===== src/rtl/sme_unmask_seq_if.sv =====
// rtl/sme_unmask_seq_if.sv - share-in / plaintext-out handshake bundle for sme_unmask_seq
interface sme_unmask_seq_if #(
  parameter int D = 3,
  parameter int N = 32
);
  logic           in_valid;
  logic           in_ready;
  logic [N*D-1:0] in_shares;
  logic [N-1:0]   rng;
  logic           out_valid;
  logic           out_ready;
  logic [N-1:0]   out_data;

  modport master (
    output in_valid, in_shares, rng, out_ready,
    input  in_ready, out_valid, out_data
  );

  modport slave (
    input  in_valid, in_shares, rng, out_ready,
    output in_ready, out_valid, out_data
  );
endinterface


===== src/rtl/sme_unmask_seq.sv =====
// rtl/sme_unmask_seq.sv - sequential Boolean share recombiner
// Refreshes once, then folds one share per cycle so no cycle combines all shares.
module sme_unmask_seq #(
  parameter int D = 3,
  parameter int N = 32
) (
  input  logic               g_clk,
  input  logic               g_reset,
  input  logic               flush,
  sme_unmask_seq_if.slave    bus,
  output logic               busy
);
  localparam int CW = $clog2(D + 1);

  typedef enum logic [1:0] {IDLE, LOAD, FOLD, DONE} state_t;

  state_t        state_q, state_d;
  logic [N-1:0]  sh_q [D];
  logic [N-1:0]  sh_d [D];
  logic [N-1:0]  acc_q, acc_d;
  logic [CW-1:0] cnt_q, cnt_d;

  always_ff @(posedge g_clk) begin
    if (g_reset || flush) begin
      state_q <= IDLE;
      acc_q   <= '0;
      cnt_q   <= '0;
      for (int s = 0; s < D; s++) sh_q[s] <= '0;
    end else begin
      state_q <= state_d;
      acc_q   <= acc_d;
      cnt_q   <= cnt_d;
      for (int s = 0; s < D; s++) sh_q[s] <= sh_d[s];
    end
  end

  always_comb begin
    state_d = state_q;
    acc_d   = acc_q;
    cnt_d   = cnt_q;
    for (int s = 0; s < D; s++) sh_d[s] = sh_q[s];

    case (state_q)
      IDLE: begin
        if (bus.in_valid) begin
          for (int s = 0; s < D; s++) sh_d[s] = bus.in_shares[s*N +: N];
          acc_d   = '0;
          cnt_d   = '0;
          state_d = LOAD;
        end
      end
      LOAD: begin
        // Same mask on two shares leaves the recombined value unchanged.
        sh_d[0]   = sh_q[0] ^ bus.rng;
        sh_d[D-1] = sh_q[D-1] ^ bus.rng;
        state_d   = FOLD;
      end
      FOLD: begin
        acc_d = acc_q ^ sh_q[0];
        for (int s = 0; s < D - 1; s++) sh_d[s] = sh_q[s+1];
        sh_d[D-1] = '0;
        cnt_d     = cnt_q + CW'(1);
        if (cnt_q == CW'(D - 1)) state_d = DONE;
      end
      DONE: begin
        if (bus.out_ready) begin
          acc_d   = '0;
          cnt_d   = '0;
          state_d = IDLE;
        end
      end
      default: state_d = IDLE;
    endcase
  end

  assign bus.in_ready  = (state_q == IDLE);
  assign bus.out_valid = (state_q == DONE);
  assign bus.out_data  = (state_q == DONE) ? acc_q : '0;
  assign busy          = (state_q != IDLE);
endmodule


===== src/flat_wrapper.sv =====
// flat-port wrapper written by rule: the top's interface ports become plain ports
module sme_unmask_seq_flat 
#(
  parameter int D = 3,
  parameter int N = 32
)
  (g_clk, g_reset, flush, busy, bus_in_valid, bus_in_shares, bus_rng, bus_out_ready, bus_in_ready, bus_out_valid, bus_out_data);
  sme_unmask_seq_if #(.D(D), .N(N)) bus_i ();
  input  logic g_clk;
  input  logic g_reset;
  input  logic flush;
  output logic busy;
  input wire logic [$bits(bus_i.in_valid)-1:0] bus_in_valid;
  input wire logic [$bits(bus_i.in_shares)-1:0] bus_in_shares;
  input wire logic [$bits(bus_i.rng)-1:0] bus_rng;
  input wire logic [$bits(bus_i.out_ready)-1:0] bus_out_ready;
  output wire logic [$bits(bus_i.in_ready)-1:0] bus_in_ready;
  output wire logic [$bits(bus_i.out_valid)-1:0] bus_out_valid;
  output wire logic [$bits(bus_i.out_data)-1:0] bus_out_data;
  assign bus_i.in_valid = bus_in_valid;
  assign bus_i.in_shares = bus_in_shares;
  assign bus_i.rng = bus_rng;
  assign bus_i.out_ready = bus_out_ready;
  assign bus_in_ready = bus_i.in_ready;
  assign bus_out_valid = bus_i.out_valid;
  assign bus_out_data = bus_i.out_data;
  sme_unmask_seq #(.D(D), .N(N)) u_core (.g_clk(g_clk), .g_reset(g_reset), .flush(flush), .bus(bus_i), .busy(busy));
endmodule

===== config.mk =====
export PLATFORM = sky130hd
export DESIGN_NAME = sme_unmask_seq_flat
export DESIGN_NICKNAME = d
export VERILOG_FILES = /design/src/rtl/sme_unmask_seq_if.sv /design/src/rtl/sme_unmask_seq.sv /design/src/flat_wrapper.sv
export SDC_FILE = /design/constraint.sdc
export NUM_CORES = 1
export LEC_CHECK = 0
export ABC_AREA = 1
export BUFFER_PORTS_ARGS = -buffer_cell sky130_fd_sc_hd__clkbuf_2
export CAP_MARGIN = 5
export CORE_MARGIN = 1.5
export CORE_UTILIZATION = 40
export CTS_BUF_LIST = sky130_fd_sc_hd__clkbuf_4
export DETAILED_ROUTE_END_ITERATION = 8
export PLACE_DENSITY = 0.75
export SLEW_MARGIN = 20
export SYNTH_ARGS = -nofsm -noshare
export SYNTH_HDL_FRONTEND = slang
export SYNTH_SLANG_ARGS = --single-unit

===== constraint.sdc =====
create_clock -name g_clk -period 1.3 [get_ports g_clk]
set_input_delay 0.13 -clock g_clk [delete_from_list [all_inputs] [get_ports g_clk]]
set_output_delay 0.13 -clock g_clk [all_outputs]
set_load 0.005 [all_outputs]

==> impl_results.md <==
* Grt ovf at 0
* Detail Route Antenna Nets at 0
* Placer Congestion at between 0.8 and 0.9
* CTS root buf: clkbuf_4
* WP data required at 1.85 ns
* Port Buf Inserts at 167
* Slowest cell on crit path: dfxtp_4
* H-tree depth at 4
* Leakage at a little over 0.006 uW
* DR iter-0 viols at just over 1,000
* Post-Syn Nets at between 1,500 and 2,000
* # setup viols final at 167
* Final hold violation count at 0
* CORE AREA at just over 0.02 mm^2
* Worst hold slack at between 0.1 and 0.15 ns
* Sequential share of the synthesized area at a little under a third
* Setup ws final at -0.486 ns
* Critical Path Max Stage Delay at 0.39 ns
* CTS Sinks at roughly 130
* Worst path bufs/invs at 6
* Final wirelength at between 30 and 40 mm
* Synth Area in Compound Gates at 13.6%
* Layout cell share with drive strength beyond 1 at roughly a third
* Max Slew Vio Count at 0
* Die H at 147 um
* FMAX at roughly 560 MHz
* XOR/XNOR share of the synthesized area at 0%
* Total die area at between 0.02 and 0.025 mm^2
* Worst Path Max Fanout at 6
* Worst VDD drop at roughly 650 uV
* Clk slew on worst S/H paths at between 0.1 and 0.15 ns
* MaxCap Viol Count at 0
* Fin area at 0.0134 mm^2
* Number of nets in the layout at between 1,500 and 2,000
* DP Area at 0.00981 mm^2
* Worst Setup Start Kind: register
* All-layer global routing usage at 29.2%
* Tmin final at approximately 1.8 ns
* Area grow syn2layout at 61.9%
* Setup Crit Path Kind: register to register
* Slew headroom at about 70%
* Crit path DAT at between 2 and 2.5 ns
* Setup crit end kind: register
* Syn Inst Count at between 1,000 and 1,500
* Post-synthesis simple-gate area fraction at 38.9%
* CTS Buf Count at 17
* Synth Register Bits at between 100 and 150
* Vias post-DR at approximately 11,000
* Largest net degree at the start of global routing at 67
* Avg Inst Size Synth at 5.90 um^2
* Post-route core utilization at between 60 and 70%
* Vias in the first global route at 10,200
* Fill count at roughly 1,500
* Worst path cell trace: buf_4 -> inv_4 -> ha_4 -> buf_6 -> nand2_8 -> nand2_8 -> buf_6 -> buf_16 -> a21oi_1 -> nand2_1 -> inv_1
* Mux contribution to synthesized area at 0%
* Initial core utilization at 40.8%
* Unrepaired setup endpoints after global routing: true
* PwrDens at 905 mW/mm^2
* Period utilization at 137%
* DRC at 0
* Placed cell count at ~1,800
* Initial antenna violation count at 4
* Delay-heaviest family, CP: buffers and inverters
* Register Area at approximately 0.0027 mm^2
* Row cnt at 52
* Area of the multi-input gates at ~0.0053 mm^2
* First-pass GRT wire length at approximately 50 mm
* Synthesized area at 0.00829 mm^2
* Post-DR wirelength/cell at about 17 um
* Non-filler cells, final at 2,042
* Clk_skew at 0.0284 ns
* CTS tree: done
* Adder-Cell Fraction of Synth Area at less than 1%
* Worst-case clock buffer depth at 2
* Vias/cell at about 5.2
* First-pass detailed-route iteration total at 5
* Worst skew pair latency at slightly above 0.6 ns
* Outcome: finished with violations
* Failing checks: setup timing
* Detailed placer's ending HPWL at 17.0 mm
* Die Span X at between 100 and 150 um
* Post-synthesis cell type count at 21
* Synth warn at 0
* Combinational family with the most area after synthesis: simple AND/OR/NAND/NOR gates
* HP Class: input port to register
* Ports at roughly 170
* Measured slew at the worst slew-check pin at roughly 0.48 ns
==> flip-flops by register name, summed over array words and instances (netlist names) <==
signal,count
u_core.sh_q,96
u_core.acc_q,32
u_core.cnt_q,2
u_core.state_q,2
==> worst register-to-register path, cell delays in order, from the launching register on <==
cell and delay [ns]:
dfxtp_4 0.39, buf_4 0.13, inv_4 0.04, ha_4 0.17
buf_6 0.13, nand2_8 0.09, nand2_8 0.11, buf_6 0.16
buf_16 0.13, a21oi_1 0.21, nand2_1 0.13, inv_1 0.06
==> metal layers <==
layer	vias to the layer above	routed length [um]	GRT usage, %
met5	-	0	0
met4	0	2310	16.9
met3	229	3100	5.03
met2	704	16300	49.6
met1	4782	12600	34.7
li1	4986	-	-
==> through the flow <==
stage          setup WS, ns  total power, uW  TNS [ns]
6_report             -0.486            12100    -68.05
3_5_place_dp         -0.226             7270    -16.97
5_1_grt              -0.554            12600    -73.27
2_1_floorplan       -0.0199             6260     -1.19
3_3_place_gp         -0.127             7220    -10.81
4_1_cts              -0.469            11500    -56.68
==> where the power goes <==
group	internal (uW)	switching, uW	total, uW	leakage, uW
logic	2260	2500	4760	0.00491
registers	4230	145	4380	0.00108
clock network	1150	1850	3010	0.000156
total	7640	4500	12100	0.00614
==> cell type report <==
type | instances | area share [%]
multi-input combinational | 992 | 39.5
timing repair buffer | 405 | 29.8
sequential | 132 | 19.7
inverter | 207 | 6.14
tap | 270 | 2.52
clock inverter | 15 | 1.17
clock buffer | 17 | 0.951
antenna | 4 | 0.0746
==> Yosys cell counts <==
cell / instances / area, um^2
nor2_1: 102 / 383
buf_1: 1 / 3.75
nor2_2: 1 / 6.26
nand2_2: 43 / 269
nand3b_4: 1 / 20.0
nand2_4: 1 / 11.3
clkbuf_1: 15 / 56.3
nand2_1: 547 / 2050
buf_6: 5 / 56.3
inv_1: 200 / 751
inv_2: 6 / 22.5
inv_4: 1 / 6.26
ha_1: 6 / 75.1
buf_2: 41 / 205
nand3_1: 97 / 485
a21oi_2: 42 / 368
o21ai_0: 32 / 160
buf_4: 7 / 52.6
buf_8: 4 / 60.1
a21oi_1: 120 / 601
dfxtp_1: 132 / 2640
==> path summary, 6_finish.rpt <==
path                                          from                  to  depth (start not counted)  slack [ns]
worst min-delay path                 bus_out_ready   u_core.state_q[1]                          6        0.11
worst min register to register  u_core.sh_q[0][35]  u_core.sh_q[0][35]                          2        0.48
worst max-delay path             u_core.state_q[1]  u_core.sh_q[0][91]                         11       -0.49
worst max register to register   u_core.state_q[1]  u_core.sh_q[0][91]                         11       -0.49
==> repair_timing <==
item	CTS	global route
hold buffers	130	0
setup buffers	30	5
hold endpoints to repair	98	0
setup endpoints to repair	166	167
gates resized for setup	204	139
cloned	19	5
pin swaps	16	27
==> cell families after synthesis <==
kind of cell             Yosys count
AND/OR/NAND/NOR                  792
buffers and inverters            280
AO/OA/AOI/OAI                    194
flip-flops                       132
adder cells (fa/ha/maj)            6
==> cell usage in the layout, fill, tap and decap left out, types with 4 or more instances in the layout <==
cell type	count
clkinv_4	6
a21oi_2	100
nor2_4	31
buf_4	26
nand2_2	89
clkbuf_2	162
nand2_1	498
bufbuf_16	6
diode_2	4
ha_4	4
nand3_1	95
dlygate4sd3_1	130
inv_2	14
buf_12	34
buf_6	20
buf_8	6
buf_16	13
inv_1	185
o21ai_2	19
o21ai_0	9
nor2_1	41
dfxtp_1	130
nor2_2	31
clkbuf_4	17
clkinv_2	4
a21oi_1	60
clkbuf_16	5
Note: power is estimated with default switching activity, not from simulation.
